`config.mk`:
```
export PLATFORM = sky130hd
export DESIGN_NAME = i2c_byte_ctrl
export DESIGN_NICKNAME = d
export VERILOG_FILES = /design/src/rtl/i2c_byte_ctrl.sv
export SDC_FILE = /design/constraint.sdc
export NUM_CORES = 1
export LEC_CHECK = 0
export CAP_MARGIN = 20
export CORE_ASPECT_RATIO = 2
export CORE_UTILIZATION = 55
export DETAILED_ROUTE_END_ITERATION = 10
export MAX_ROUTING_LAYER = met4
export PLACE_DENSITY = 0.94
export SLEW_MARGIN = 20
export SYNTH_ARGS = -nofsm -noshare
export SYNTH_HDL_FRONTEND = slang
export SYNTH_SLANG_ARGS = --single-unit
```
`constraint.sdc`:
```
create_clock -name clk -period 5.4 [get_ports clk]
set_input_delay 1.08 -clock clk [delete_from_list [all_inputs] [get_ports clk]]
set_output_delay 1.08 -clock clk [all_outputs]
set_load 0.02 [all_outputs]
```
`src/rtl/i2c_byte_ctrl.sv`:
```
// rtl/i2c_byte_ctrl.sv - I2C byte-level master controller (START/STOP/WRITE/READ)
//
// Executes one bus command at a time, pacing SCL/SDA from an external
// bit-rate divider that delivers alternating sample_h / sample_l strobes.
//
// Ports:
//   clk, rst            rising-edge clock, synchronous active-high reset
//   cmd_valid/cmd_ready command handshake; cmd 00 START, 01 STOP, 10 WRITE, 11 READ
//   wr_data, rd_ack_in  WRITE byte (MSB first) and ACK bit sent after a READ byte
//   done, err           one-cycle completion pulse, err marks a rejected command
//   rd_data, ack_out    last READ byte, slave ACK sampled after the last WRITE
//   busy                controller not idle
//   en_clk              enables the external divider
//   sample_h, sample_l  divider strobes (raise SCL / sample and lower SCL)
//   scl_o, sda_oe       SCL level, SDA pull-down enable
//   sda_i               SDA pin level
module i2c_byte_ctrl (
    input  logic       clk,
    input  logic       rst,
    input  logic       cmd_valid,
    output logic       cmd_ready,
    input  logic [1:0] cmd,
    input  logic [7:0] wr_data,
    input  logic       rd_ack_in,
    output logic       done,
    output logic       err,
    output logic [7:0] rd_data,
    output logic       ack_out,
    output logic       busy,
    output logic       en_clk,
    input  logic       sample_h,
    input  logic       sample_l,
    output logic       scl_o,
    output logic       sda_oe,
    input  logic       sda_i
);

    typedef enum logic [2:0] {
        S_IDLE, S_START, S_RSTART, S_STOP, S_XFER, S_DONE
    } state_t;

    localparam logic [1:0] CMD_START = 2'b00;
    localparam logic [1:0] CMD_STOP  = 2'b01;
    localparam logic [1:0] CMD_WRITE = 2'b10;
    localparam logic [1:0] CMD_READ  = 2'b11;

    state_t      state_q, state_d;
    logic [3:0]  cnt_q, cnt_d;
    logic [1:0]  cmd_q, cmd_d;
    logic [7:0]  data_q, data_d;
    logic        rdack_q, rdack_d;
    logic        err_q, err_d;
    logic        scl_q, scl_d;
    logic        sda_q, sda_d;
    logic [7:0]  rd_data_q, rd_data_d;
    logic        ack_q, ack_d;

    // Strobes only count while the divider is enabled; sample_h wins a tie.
    logic str_h, str_l;
    assign str_h = en_clk & sample_h;
    assign str_l = en_clk & sample_l & ~sample_h;

    // State register
    always_ff @(posedge clk) begin
        if (rst) begin
            state_q   <= S_IDLE;
            cnt_q     <= 4'd0;
            cmd_q     <= 2'b00;
            data_q    <= 8'h00;
            rdack_q   <= 1'b0;
            err_q     <= 1'b0;
            scl_q     <= 1'b1;
            sda_q     <= 1'b0;
            rd_data_q <= 8'h00;
            ack_q     <= 1'b1;
        end else begin
            state_q   <= state_d;
            cnt_q     <= cnt_d;
            cmd_q     <= cmd_d;
            data_q    <= data_d;
            rdack_q   <= rdack_d;
            err_q     <= err_d;
            scl_q     <= scl_d;
            sda_q     <= sda_d;
            rd_data_q <= rd_data_d;
            ack_q     <= ack_d;
        end
    end

    // Next-state and datapath
    always_comb begin
        state_d   = state_q;
        cnt_d     = cnt_q;
        cmd_d     = cmd_q;
        data_d    = data_q;
        rdack_d   = rdack_q;
        err_d     = err_q;
        scl_d     = scl_q;
        sda_d     = sda_q;
        rd_data_d = rd_data_q;
        ack_d     = ack_q;

        case (state_q)
            S_IDLE: begin
                err_d = 1'b0;
                if (cmd_valid) begin
                    cmd_d   = cmd;
                    data_d  = wr_data;
                    rdack_d = rd_ack_in;
                    cnt_d   = 4'd0;
                    case (cmd)
                        CMD_START: begin
                            // SCL already low means we are mid-transfer: repeated start.
                            if (scl_q) begin
                                state_d = S_START;
                            end else begin
                                state_d = S_RSTART;
                                sda_d   = 1'b0;
                            end
                        end
                        CMD_STOP: begin
                            state_d = S_STOP;
                            if (scl_q) err_d = 1'b1;
                            else       sda_d = 1'b1;
                        end
                        default: begin
                            // WRITE/READ need a preceding START (SCL held low).
                            state_d = S_XFER;
                            if (scl_q)                 err_d = 1'b1;
                            else if (cmd == CMD_WRITE) sda_d = ~wr_data[7];
                            else                       sda_d = 1'b0;
                        end
                    endcase
                end
            end

            S_START: begin
                if (err_q) begin
                    state_d = S_DONE;
                end else if (str_h) begin
                    sda_d = 1'b1;
                end else if (str_l && sda_q) begin
                    scl_d   = 1'b0;
                    state_d = S_DONE;
                end
            end

            S_RSTART: begin
                // SCL/SDA levels tell which of the three phases we are in.
                if (err_q) begin
                    state_d = S_DONE;
                end else if (str_h) begin
                    if (!scl_q) begin
                        scl_d = 1'b1;
                    end else if (sda_q) begin
                        scl_d   = 1'b0;
                        state_d = S_DONE;
                    end
                end else if (str_l && scl_q) begin
                    sda_d = 1'b1;
                end
            end

            S_STOP: begin
                if (err_q) begin
                    state_d = S_DONE;
                end else if (str_h) begin
                    scl_d = 1'b1;
                end else if (str_l && scl_q) begin
                    sda_d   = 1'b0;
                    state_d = S_DONE;
                end
            end

            S_XFER: begin
                if (err_q) begin
                    state_d = S_DONE;
                end else if (str_h) begin
                    scl_d = 1'b1;
                end else if (str_l) begin
                    scl_d = 1'b0;
                    if (cnt_q == 4'd8) begin
                        state_d = S_DONE;
                        if (cmd_q == CMD_READ) rd_data_d = data_q;
                        else                   ack_d     = sda_i;
                    end else begin
                        // One shift register serves both directions: READ shifts the
                        // sampled bit in, WRITE takes its next bit from data_q[6].
                        data_d = {data_q[6:0], sda_i};
                        cnt_d  = cnt_q + 4'd1;
                        if (cnt_q == 4'd7)
                            sda_d = (cmd_q == CMD_READ) ? ~rdack_q : 1'b0;
                        else
                            sda_d = (cmd_q == CMD_READ) ? 1'b0 : ~data_q[6];
                    end
                end
            end

            S_DONE: begin
                state_d = S_IDLE;
            end

            default: state_d = S_IDLE;
        endcase
    end

    // Outputs
    always_comb begin
        cmd_ready = (state_q == S_IDLE);
        busy      = (state_q != S_IDLE);
        done      = (state_q == S_DONE);
        err       = (state_q == S_DONE) && err_q;
        en_clk    = ((state_q == S_START) || (state_q == S_RSTART) ||
                     (state_q == S_STOP)  || (state_q == S_XFER)) && !err_q;
        rd_data   = rd_data_q;
        ack_out   = ack_q;
        scl_o     = scl_q;
        sda_oe    = sda_q;
    end

endmodule

```
Word-level counts from Yosys, hierarchy flattened
Cells that the tools add are included.
{"block": "totals", "reg_bits": 30, "in_bits": 17, "output_inout_bits": 16}
{"block": "classes", "addsub": 1, "n_eq_ne": 39, "muxes": 66, "bitwise_logic": 10, "reduce_logical": 21}
{"cell": "$mux 3", "n": 15}
{"cell": "$mux 8", "n": 5}
{"cell": "$ne 2x2->1 const B", "n": 18}
{"cell": "$mux 1", "n": 33}
{"cell": "$ne 3x3->1 const B", "n": 11}
{"cell": "$mux 4", "n": 5}
{"cell": "$reduce_and 6->1", "n": 3}
{"cell": "$pmux 8 s2", "n": 1}
{"cell": "$pmux 3 s5", "n": 1}
{"cell": "$reduce_and 15->1", "n": 1}
{"cell": "$reduce_and 11->1", "n": 1}
{"cell": "$reduce_and 10->1", "n": 1}
{"cell": "$pmux 4 s2", "n": 1}
{"cell": "$not 1->1", "n": 7}
{"cell": "$eq 3x2->1 const B", "n": 2}
{"cell": "$eq 3x3->1 const B", "n": 2}
{"cell": "$pmux 3 s2", "n": 1}
{"cell": "$pmux 1 s5", "n": 1}
{"cell": "$reduce_bool 5->1", "n": 1}
{"cell": "$add 4x1->4 const B", "n": 1}
{"cell": "$eq 2x2->1 const B", "n": 2}
{"cell": "$eq 4x3->1 const B", "n": 1}
{"cell": "$eq 4x4->1 const B", "n": 1}
{"cell": "$logic_and 1x1->1", "n": 4}
{"cell": "14 further kinds", "n": 18}

Longest topological paths before layout
{"block": "logic_depth", "depth_word": 12, "depth_mapped": 8}

Least setup slack after synthesis
Ideal clock, no wire load.
{"block": "synth_path", "kind": "input-to-reg", "startpoint": "input sample_l", "endpoint": "register rd_data_q[5], in the netlist rd_data[5]", "setup_ps": 128, "arrival_ps": 2242, "required_ps": 5272, "slack_ps": 3030, "path_stages": 5, "cell_sequence": "nor3b_4 -> nand2_4 -> nor4_4 -> mux2i_1 -> nor2_1"}
{"block": "synth_between", "elab_chain_len": 3}
{"element": "from (decl)", "line": "32", "source": "input logic sample_l,"}
{"element": "$and 1x1->1 (2 in series)", "line": "61", "source": "assign str_l = en_clk & sample_l & ~sample_h;"}
{"element": "$reduce_and 6->1 (no line)"}
{"element": "to (signal assigned)", "line": "85", "source": "rd_data_q <= rd_data_d;"}
{"element": "to (decl)", "line": "55", "source": "logic [7:0] rd_data_q, rd_data_d;"}
No other way between the ends.
A chain may end at the register's enable or synchronous reset.

Worst setup path after layout
{"block": "layout_path", "startpoint": "register state_q[2]", "endpoint": "output en_clk"}
{"block": "layout_between", "elab_chain_len": 5, "word_cells_on_any_way": 8, "cone_classes": "4 x eq/ne; 4 x reduce/logical"}
{"element": "from (decl)", "line": "47", "source": "state_t state_q, state_d;"}
{"element": "from (signal assigned)", "line": "77", "source": "state_q <= state_d;"}
{"element": "$eq 3x1->1 / $eq 3x2->1 (equally long branches)", "line": "213", "source": "en_clk = ((state_q == S_START) || (state_q == S_RSTART) ||"}
{"element": "$logic_or 1x1->1 (2 in series)", "line": "213"}
{"element": "$logic_or 1x1->1 *", "line": "214", "source": "(state_q == S_STOP) || (state_q == S_XFER)) && !err_q;"}
{"element": "$logic_and 1x1->1 *", "line": "214"}
{"element": "to (decl)", "line": "30", "source": "output logic en_clk,"}
Every way passes the cells marked *; elsewhere a longest branch is shown, timed or not.

==> reports/results.ini <==
[status]
status = complete, no violations

[clock_network]
h-tree-depth = 2
post_cts_resized = 0
clkLatencyLatePin_ns = 0.28
ctsRootBufferMaster = clkbuf_8
cts_buffer_depth = 2
numCtsBuffers = 5
tritoncts = done
path_clk_slew_ns = 0.06
cts_hold_buf = 0
post_cts_buffers = 0
clock-sinks = 30

[grt]
grt_use_met2_pct = 50.2
grt_first_pass_wirelength_um = 6760
grt.overflow.total = 0
grt.total_usage_pct = 31.5
grt_max_degree = 33
met3_usage_pct = 6.42
grt_use_met1_pct = 31.2
grt_pass1_vias = 1500
antenna_found_initial = 0
busiest_layer = met2

[finish]
regArea_sq_um = 601
multiInputGateArea_sq_um = 951
synthToLayoutAreaGrowth_pct = 22.5
drive_above_1_share_pct = 6.19
antennaDiodeCount = 0
layout.nets = 245
fillers = 221

[drt]
avgViaCountPerCell = 6.22
drc = 0
antenna_left = 0
drtPass1Iterations = 4
vias = 1586
drt_iter0_markers = 51
wl_per_cell_um = 16.1
routed_wl_um = 4120

[worst_setup_path]
cp.arrival_ns = 2.44
required_ns = 4.32
cp_cell_sequence = nand2_1 > a21oi_1 > clkdlybuf4s50_1
path_class = reg2out
slowest_stage = dfxtp_1
cp-end-kind = primary output
critical-path-max-stage-delay_ns = 0.73
cp_max_fo = 24
crit_family = flip-flops
cp.buffers_inverters = 1
start_kind = register

[placement]
place.gp.congestion = 0.848
port_buffers = 32
dp_hpwl_um = 2850

[yosys]
synth-edff-count = 0
synth_area_sq_um = 1630
ys.warnings.count = 0
netlist_instances = 200
seq_area_frac_synth_pct = 36.8
synthArstFlopShare_pct = 0
ys_types = 46
syn_nets = 219
avgSynthCellArea_sq_um = 8.17
synth_seq_cells = 30
synth_ff_type = dfxtp_1

[floorplanning]
fp.dieH_um = 79.1
num_rows = 27
die_x_um = 40.5
dieArea_sq_um = 3210
start_util_pct = 59.0
core_sq_um = 2770
pin_count = 33

[pwr]
peakVddDrop_mv = 0.294
p_leak_nw = 0.727
power.density_nw_per_um2 = 481

[sta]
finalHoldViolCount = 0
drv_slew = 0
relSlewSlack_pct = 52.7
max_slew.worst_pin.slew_ns = 0.704
period_needed_ns = 3.52
timing.final.crit_share_pct = 65.2
rsz0062_at_grt = false
fin_skew_ns = 0.00109
whs_ns = 0.490
setup_viol = 0
fmax_mhz = 284
final.setup.tns_ns = 0

[job]
maxCapViolCount = 0

[min_path]
hold_path_class = reg2reg

-- registers in the layout, summed over array words and instances (netlist names) --
| name | cells |
|---|---|
| rdack_q | 1 |
| err_q | 1 |
| data_q | 8 |
| ack_out | 1 |
| sda_oe | 1 |
| state_q | 3 |
| scl_o | 1 |
| rd_data | 8 |
| cnt_q | 4 |
| cmd_q | 2 |
-- synth_stat cells, types with 2 or more instances --
master      n  area share, %
a21oi_1    12            3.7
ha_1        2            1.5
nor2b_1     3            1.1
clkbuf_1    6            1.4
nand3b_1    2           0.92
and2_1      4            1.5
a2111oi_0   2            1.1
nor3_1      4            1.2
nand2b_1    3            1.1
buf_2       6            1.8
a311oi_1    8            4.3
and3b_1     2            1.1
or2b_1      2           0.92
a31oi_1     2           0.77
nor2_1     29            6.7
inv_1       6            1.4
o21ai_0    11            3.4
or4_1       4            1.8
nand3_1     4            1.2
nand2_1    20            4.6
mux2i_1    13            8.0
a211oi_1    2           0.92
dfxtp_1    30             37
-- cell usage in the layout (no fill, tap or decap), types with 2 or more instances in the layout --
cell and count:
a2111oi_0 2, a211oi_1 2, a21oi_1 12, a311oi_1 8, a31oi_1 2, and2_1 4
and3b_1 2, clkbuf_1 2, clkbuf_8 5, clkdlybuf4s50_1 31, dfxtp_1 30, ha_1 2
inv_1 6, mux2i_1 13, nand2_1 20, nand2b_1 3, nand3_1 4, nand3b_1 2
nor2_1 29, nor2b_1 3, nor3_1 4, o21ai_0 11, or2b_1 2, or4_1 4
-- metal layers --
layer	vias up	share of wire, %
met5	-	0
met4	0	6.3
met3	19	5.7
met2	78	53
met1	721	35
li1	768	-
-- cells by family after synthesis --
family | count (synthesis) | share of synthesized area [%]
flip-flops | 30 | 36.8
buffers and inverters | 19 | 5.05
AO/OA/AOI/OAI | 47 | 19.0
multiplexers | 13 | 7.96
XOR/XNOR | 2 | 1.07
AND/OR/NAND/NOR | 87 | 28.6
adder cells (fa/ha/maj) | 2 | 1.53
-- cell type report --
| type | count | area share [%] |
|---|---|---|
| multi-input cells | 151 | 47.5 |
| flip-flops and latches | 30 | 30.0 |
| repair buffers | 32 | 15.7 |
| clock buffers | 7 | 3.81 |
| well taps | 29 | 1.81 |
| inverters | 6 | 1.13 |
-- worst min-delay path, stage by stage (launching register included) --
cell	delay, ns
dfxtp_1	0.33
mux2i_1	0.07
nand2b_1	0.06
-- metrics by stage --
| step | instance area (sq um) | worst slack [ns] | instances | utilization [%] | power (W) |
|---|---|---|---|---|---|
| final | 2000 | 1.88 | 255 | 72.3 | 0.000963 |
| after global routing | 2000 | 1.80 | 255 | 72.3 | 0.00103 |
| after CTS | 2010 | 1.93 | 255 | 72.4 | 0.000960 |
| after detailed placement | 1930 | 2.15 | 248 | 69.7 | 0.000789 |
| after global placement | 1930 | 2.21 | 248 | 69.7 | 0.000779 |
| after floorplan | 1630 | 3.03 | 200 | - | 0.000662 |
-- path summary, 6_finish.rpt --
check	slack, ns	startpoint	endpoint	cells after the start
hold reg to reg	0.49	ack_out	ack_out	2
setup / recovery	1.88	state_q[2]	en_clk	3
hold / removal	0.49	ack_out	ack_out	2
setup reg to reg	2.92	state_q[2]	rd_data[6]	4
-- where the power goes --
part	internal, W	switching (W)	total (W)
Sequential	0.000269	0.0000828	0.000352
Clock	0.0000885	0.0000798	0.000168
Combinational	0.000191	0.000252	0.000443
Total	0.000548	0.000415	0.000963
Power figures use the tool's default switching activity.
